--- src/rtl/keypoint_axis_tx.sv ---
// keypoint_axis_tx
// Packs the per-pixel keypoint decisions of the extreme-detection pipeline
// into an AXI4-Stream packet. Each accepted keypoint becomes one coordinate
// word {1'b0, row[14:0], col[15:0]}. Each frame closes with one trailer word
// {1'b1, drop_flag, count[29:0]} that has tlast set.
//
// Ports:
//   axi_clk, axi_rst        clock, asynchronous active-high reset
//   key_valid, key_mark     one pulse per pixel in raster order, keypoint flag
//   m_axis_tdata/tvalid/tlast/tready   AXI4-Stream master
//   key_overflow            sticky: some keypoint was dropped since reset
//
// Optional build macro KEYPOINT_TX_DROP_FLAG_EN: when it is defined, trailer
// bit 30 reports whether any keypoint of that frame was dropped. When it is
// not defined, bit 30 is always 0.
module keypoint_axis_tx #(
    parameter int IMAGE_COLUMN = 512,
    parameter int IMAGE_ROW    = 512,
    parameter int FIFO_DEPTH   = 64
) (
    input  logic        axi_clk,
    input  logic        axi_rst,
    input  logic        key_valid,
    input  logic        key_mark,
    output logic [31:0] m_axis_tdata,
    output logic        m_axis_tvalid,
    output logic        m_axis_tlast,
    input  logic        m_axis_tready,
    output logic        key_overflow
);
    localparam int AW = $clog2(FIFO_DEPTH);

    // Raster position and the one-stage input register
    logic [15:0] col;
    logic [14:0] row;
    logic        last_col, last_px;
    logic        kp_stg, eof_stg;
    logic [31:0] kp_word;

    assign last_col = (col == 16'(IMAGE_COLUMN - 1));
    assign last_px  = last_col && (row == 15'(IMAGE_ROW - 1));

    always_ff @(posedge axi_clk or posedge axi_rst) begin
        if (axi_rst) begin
            col     <= '0;
            row     <= '0;
            kp_stg  <= 1'b0;
            eof_stg <= 1'b0;
            kp_word <= '0;
        end else begin
            kp_stg  <= key_valid && key_mark;
            eof_stg <= key_valid && last_px;
            if (key_valid) begin
                kp_word <= {1'b0, row, col};
                if (last_col) begin
                    col <= '0;
                    row <= last_px ? '0 : row + 15'd1;
                end else begin
                    col <= col + 16'd1;
                end
            end
        end
    end

    // FIFO: the tlast bit is stored next to the data
    logic [32:0]   mem [FIFO_DEPTH];
    logic [AW-1:0] wr_ptr, rd_ptr;
    logic [AW:0]   count;
    logic          full, pop, wr_en, kp_acc, kp_drop, tr_wr;
    logic [32:0]   wr_data;

    logic          trailer_pending;
    logic [29:0]   frame_cnt, trailer_cnt, cnt_next;
    logic          trailer_flag;

    assign full = (count == (AW+1)'(FIFO_DEPTH));
    assign pop  = m_axis_tvalid && m_axis_tready;

    // Keep one slot free so that the trailer always fits behind the keypoints.
    assign kp_acc  = kp_stg && (count <= (AW+1)'(FIFO_DEPTH - 2)) && !trailer_pending;
    assign kp_drop = kp_stg && !kp_acc;
    assign tr_wr   = trailer_pending && !full && !kp_acc;
    assign wr_en   = kp_acc || tr_wr;
    assign wr_data = kp_acc ? {1'b0, kp_word}
                            : {1'b1, 1'b1, trailer_flag, trailer_cnt};

    // This count includes the keypoint handled this cycle. When the last pixel
    // of a frame is a keypoint, the trailer snapshot then includes it.
    assign cnt_next = (kp_acc && frame_cnt != '1) ? frame_cnt + 30'd1 : frame_cnt;

    always_ff @(posedge axi_clk) begin
        if (wr_en) mem[wr_ptr] <= wr_data;
    end

    always_ff @(posedge axi_clk or posedge axi_rst) begin
        if (axi_rst) begin
            wr_ptr          <= '0;
            rd_ptr          <= '0;
            count           <= '0;
            trailer_pending <= 1'b0;
            trailer_cnt     <= '0;
            frame_cnt       <= '0;
            key_overflow    <= 1'b0;
        end else begin
            if (wr_en) wr_ptr <= wr_ptr + AW'(1);
            if (pop)   rd_ptr <= rd_ptr + AW'(1);
            count        <= count + (AW+1)'(wr_en) - (AW+1)'(pop);
            key_overflow <= key_overflow | kp_drop;
            if (tr_wr) trailer_pending <= 1'b0;
            if (eof_stg) begin
                trailer_pending <= 1'b1;
                trailer_cnt     <= cnt_next;
                frame_cnt       <= '0;
            end else begin
                frame_cnt       <= cnt_next;
            end
        end
    end

`ifdef KEYPOINT_TX_DROP_FLAG_EN
    logic frame_drop, trailer_drop;
    always_ff @(posedge axi_clk or posedge axi_rst) begin
        if (axi_rst) begin
            frame_drop   <= 1'b0;
            trailer_drop <= 1'b0;
        end else if (eof_stg) begin
            trailer_drop <= frame_drop | kp_drop;
            frame_drop   <= 1'b0;
        end else begin
            frame_drop   <= frame_drop | kp_drop;
        end
    end
    assign trailer_flag = trailer_drop;
`else
    assign trailer_flag = 1'b0;
`endif

    // First-word-fall-through output. The head entry only changes on a pop,
    // so the outputs stay stable while the sink stalls.
    assign m_axis_tvalid = (count != '0);
    assign {m_axis_tlast, m_axis_tdata} = m_axis_tvalid ? mem[rd_ptr] : 33'd0;

endmodule

--- config.mk ---
export PLATFORM = sky130hd
export DESIGN_NAME = keypoint_axis_tx
export DESIGN_NICKNAME = d
export VERILOG_FILES = /design/src/rtl/keypoint_axis_tx.sv
export SDC_FILE = /design/constraint.sdc
export NUM_CORES = 2
export LEC_CHECK = 0
export BUFFER_PORTS_ARGS = -buffer_cell sky130_fd_sc_hd__buf_2
export CORE_ASPECT_RATIO = 1.1
export CORE_MARGIN = 2
export CORE_UTILIZATION = 45
export CTS_CLUSTER_SIZE = 8
export DETAILED_ROUTE_END_ITERATION = 16
export PLACE_DENSITY = 0.72
export SLEW_MARGIN = 10
export SYNTH_ARGS = -nofsm -noshare
export SYNTH_HDL_FRONTEND = slang
export SYNTH_SLANG_ARGS = --single-unit
export TNS_END_PERCENT = 100
--- constraint.sdc ---
create_clock -name axi_clk -period 5.4 [get_ports axi_clk]
set_input_delay 1.08 -clock axi_clk [delete_from_list [all_inputs] [get_ports axi_clk]]
set_output_delay 1.08 -clock axi_clk [all_outputs]
set_load 0.005 [all_outputs]
* Word-level counts from Yosys, hierarchy flattened
Memory sizes are Yosys's and may differ from the RTL's. Index checks and enable logic that the tools add are counted.
Storage, ports and cells: bits in read-only memories 0, latch bits 0, bits in registers 145, bits in writable memories 2112, word-level logic and storage cells 53, memories 1, input bits 5
Cells by class: divide/modulo/power cells 0, equality and inequality tests 4, $mul 0, shift-type cells 0, add/subtract/negate cells 7, muxes and demuxes 10, bitwise logic cells 1, reduce and logical (&&, ||, !) cells 17, order comparisons 1
Memory list:
- mem | depth 64, bits a word 33, rd ports 1, clocked after memory_dff 0, write ports 1, line 66 | logic [32:0] mem [FIFO_DEPTH];
Operators with widths (number):
- 33-bit 2-to-1 mux | 2
- 30-bit 2-to-1 mux | 2
- 30-bit by 1-bit adder with 30-bit output (second input constant) | 1
- 30-bit != test (second input constant) | 1
- 16-bit by 1-bit adder with 16-bit output (second input constant) | 1
- 16-bit by 9-bit == test with 1-bit output (second input constant) | 1
- 16-bit 2-to-1 mux | 1
- 15-bit by 1-bit adder with 15-bit output (second input constant) | 1
- 15-bit by 9-bit == test with 1-bit output (second input constant) | 1
- 15-bit 2-to-1 mux | 1
- 6-bit by 1-bit adder with 6-bit output (second input constant) | 2
- 1-bit logical AND | 10
- 7-bit by 1-bit adder with 7-bit output | 1
- 7-bit == test (second input constant) | 1
- 7-bit by 6-bit <= comparator with 1-bit output (second input constant) | 1
- 7-bit nonzero test | 1
- 7-bit by 1-bit subtractor with 7-bit output | 1
- 1-bit 2-to-1 mux | 4
- 1-bit zero test | 3
- 2-bit AND reduction | 1
- 2-bit nonzero test | 1
- 1-bit logical OR | 1
- 1-bit bitwise OR | 1

* Depth between registers and ports, before layout
word-level depth 8, depth in mapped cells 17

* Worst setup path after synthesis
Ideal clock, no wire load.
path type reg2reg, from register count[1], to memory mem[0][7], data pin, slack -164 ps, data arrival time 4862 ps, path buffers 2, data required time 4698 ps, stages on the path, launching flop included 7, path through dfrtp_1 ha_1 and3_1 a2111o_1 buf_2 clkbuf_1 o21ai_0
On the way: longest elaborated chain between the ends 4
RTL lines:
- start, declared | line 68 | logic [AW:0] count;
- start signal, assigned | line 107 | count <= count + (AW+1)'(wr_en) - (AW+1)'(pop);
- 7-bit by 6-bit <= comparator with 1-bit output | line 80 | assign kp_acc = kp_stg && (count <= (AW+1)'(FIFO_DEPTH - 2)) && !trailer_pending;
- 1-bit logical AND (2 in a row) | line 80
- 33-bit 2-to-1 mux | line 84 | assign wr_data = kp_acc ? {1'b0, kp_word}
- named net wr_data[7] | line 70 | logic [32:0] wr_data;
- end, declared | line 66
The timed path passes the listed nets, and every way through them passes these cells.

* Worst setup path after layout
from register rd_ptr[2], to output port m_axis_tdata[10]
On the way: longest elaborated chain between the ends 2
RTL lines:
- start, declared | line 67 | logic [AW-1:0] wr_ptr, rd_ptr;
- start signal, assigned | line 106 | if (pop) rd_ptr <= rd_ptr + AW'(1);
- memory read 64 x 33 bit
- 33-bit 2-to-1 mux | line 141 | assign {m_axis_tlast, m_axis_tdata} = m_axis_tvalid ? mem[rd_ptr] : 33'd0;
- end, declared | line 25 | output logic [31:0] m_axis_tdata,
Every way passes these cells.

==> impl_results.md <==
- Critical Path Fanout Max: 68
- Crit start category: flop
- Remaining antenna violation count: 0
- # port buffers: 39
- Clock Pin Slew Worst Setup and Hold Paths: 0.05 ns
- Post-synth top cells: 2048 x edfxtp_1, 416 x mux4_2, 264 x mux2i_1
- Req. time, crit path: 4.32 ns
- YS warnings: 0
- Slew @ Worst Pin: 1.34 ns
- Top-count cell post-synth: edfxtp_1
- Number of max-cap violations: 0
- Synth Area in XOR/XNOR: 0.00669
- Post-Synthesis Cells: 4127
- Clock Skews: 0.0803 ns
- Hold_sp: key_mark
- Filler cells: 14105
- Yosys cell types: 62
- # DRC: 0
- CTS Buffer Depth: 4
- Leak: 33.3 nW
- Hold WC Path Type: primary input to flop
- Via count: 44352
- Post-Synth Adder-Cell Area: 0.00303
- Largest family of logic cells by synthesized area: multiplexers
- Die H: 460 µm
- Setup TNS: 0 ns
- Synth area leaders: edfxtp_1 72%, mux4_2 11%, dfrtp_1 4.3%
- WL/cell: 32.2 µm
- First-pass GRT wire length: 325000 µm
- Total CTS buffers: 324
- DP HPWL: 132000 µm
- Synth Area in Compound Gates: 0.0360
- Crit end category: primary output
- Setup crit start: rd_ptr[2]$_DFFE_PP0P_
- Drt via density: 6.33
- Nets: 4513
- Mux cell area share after synthesis: 0.150
- Period Utilization, post-route: 0.987
- Cell Area, Placed: 89700 µm²
- Die area: 193000 µm²
- Vias in the first global route: 44610
- RSZ-0062 raised after global routing: no
- Pre-Repair DR Iteration Count: 8
- Total Power: 49.0 mW
- Htree depth: 5
- Initial cell density of the core: 0.453
- Cells on worst reg2reg path: 10
- DRT iter0 DRCs: 6520
- Synthesized Nets: 4152
- Gpl congestion: 0.867
- Initial antenna violation count: 5
- Final-report setup violation count: 0
- Fmax: 188 MHz
- Power density over the cells: 498 nW/µm²
- GR Overflow Total: 0
- Fin Hold WS: 0.434 ns
- Post-synth top flop: edfxtp_1
- Post-Synth Simple-Gate Area: 0.0223
- Flop and latch count out of synthesis: 2193
- CTS tree: yes
- Post-synthesis instance area: 85100 µm²
- Cell taking the most area after synthesis: edfxtp_1
- Largest net degree at the start of global routing: 103
- Register area: 65100 µm²
- Worst flop-to-flop path startpoint: count[4]$_DFF_PP0_
- Worst hold path depth: 2
- Async set-or-reset flop fraction in the synthesized netlist: 0.0661
- VDD IR-drop max: 360 µV
- Die X-Extent: 419 µm
- Rows: 167
- EDFF count, synth: 2048
- Crit path DAT: 4.25 ns
- Share of layout cells above drive strength 1: 0.262
- Clock sinks: 2193
- Endpoints failing hold: 0
- Multi-input gate area: 19200 µm²
- Design area: 98400 µm²
- Max-slew violation count: 0
- Slew margin rel.: 0.104
- Synth-to-Final Area Change: 15.6%
- Register area share after synthesis: 0.765
- Root Buffer: clkbuf_16
- DRT Wirelength: 226000 µm
- Mean post-synth cell area: 20.6 µm²
- Total GRT Usage: 0.235
- WS Path Type: flop to primary output
- Period minus WS final: 5.33 ns
- Core area: 188000 µm²
- Outcome: complete, no violations
- I/O Pins: 40
- Top-area cell type share of the netlist area: 0.723
- Worst-skew pair later-pin latency: 0.94 ns
[cells in the final DEF (no fill, tap or decap), types with 19 or more instances in the layout]
cell | netlist | layout
buf_2 | 78 | 39
buf_12 | 0 | 33
and3_1 | 22 | 22
nor2_1 | 175 | 109
mux4_2 | 416 | 416
ha_1 | 19 | 19
nand4_1 | 21 | 21
nand3_1 | 28 | 27
nor2_4 | 0 | 66
dfrtp_1 | 145 | 139
mux2_2 | 67 | 66
nand2_1 | 95 | 93
mux2i_1 | 264 | 263
a22oi_1 | 29 | 29
o221ai_1 | 49 | 49
xnor2_1 | 32 | 32
a211oi_1 | 22 | 22
clkbuf_16 | 0 | 328
xor2_1 | 33 | 33
buf_4 | 35 | 192
a21oi_1 | 108 | 107
o22ai_1 | 75 | 75
clkbuf_1 | 76 | 57
edfxtp_1 | 2048 | 2048
inv_1 | 23 | 21
o21ai_0 | 40 | 38
[cell families after synthesis]
logic type               count (synthesis)
XOR/XNOR                                65
adder cells (fa/ha/maj)                 20
AO/OA/AOI/OAI                          437
multiplexers                           747
AND/OR/NAND/NOR                        408
buffers and inverters                  257
flip-flops                            2193
[what timing repair did]
item	in CTS	in global routing
endpoints found under the setup margin	11	4
setup buffers	1	1
hold buffers	0	0
gates resized for setup	14	3
[flip-flops by register name, indices dropped and copies added, names as in the netlist, 7 cells and up]
signal	flops
col	16
count	7
kp_word	31
row	15
frame_cnt	30
trailer_cnt	30
mem	2048
[through the flow]
| step | worst slack, ns | instances | utilization |
|---|---|---|---|
| after floorplan | 0.126 | 4127 | - |
| after global placement | 0.604 | 6610 | 0.477 |
| after detailed placement | 0.662 | 6610 | 0.477 |
| after CTS | 0.00659 | 7006 | 0.523 |
| after global routing | 0.0338 | 7008 | 0.523 |
| final | 0.0729 | 7008 | 0.523 |
[routing by layer]
metal / track usage / up-vias / part of all wire
li1: - / 17729 / -
met1: 0.320 / 23111 / 0.37
met4: 0.0973 / 0 / 0.043
met3: 0.0493 / 542 / 0.11
met2: 0.371 / 2970 / 0.48
met5: 0 / - / 0
[power by group]
| group | internal [mW] | leakage, nW | total (mW) | switching, mW |
|---|---|---|---|---|
| Clock | 10.7 | 4.16 | 17.4 | 6.67 |
| Combinational | 4.83 | 7.89 | 12.4 | 7.56 |
| Sequential | 18.8 | 21.2 | 19.2 | 0.389 |
[final cells by class]
class / instances / share of cell area
flip-flops and latches: 2193 / 0.662
clock buffers: 385 / 0.0856
multi-input cells: 1677 / 0.195
clock inverters: 10 / 0.00108
repair buffers: 268 / 0.0242
well taps: 2450 / 0.0312
inverters: 24 / 0.000967
diodes: 1 / 0.0000254
[critical path: stages (launching register included)]
cell,delay (ns)
dfrtp_4,0.65
buf_16,0.34
buf_4,0.55
mux2i_1,0.25
a221oi_1,0.35
o21ai_0,0.31
nand2_1,0.16
nand2_1,0.09
o22ai_1,0.35
buf_2,0.19
[worst paths after layout]
check | end | slack (ns)
max in group asynchronous | kp_word[23]$_DFFE_PP0P_ | 3.80
worst min register to register | key_overflow$_DFF_PP0_ | 0.46
worst min-delay path | kp_stg$_DFF_PP0_ | 0.43
worst max register to register | mem[17][26]$_DFFE_PP_ | 1.16
worst max-delay path | m_axis_tdata[10] | 0.07
min in group asynchronous | row[4]$_DFFE_PP0P_ | 0.44
(Power assumes the default switching activity.)
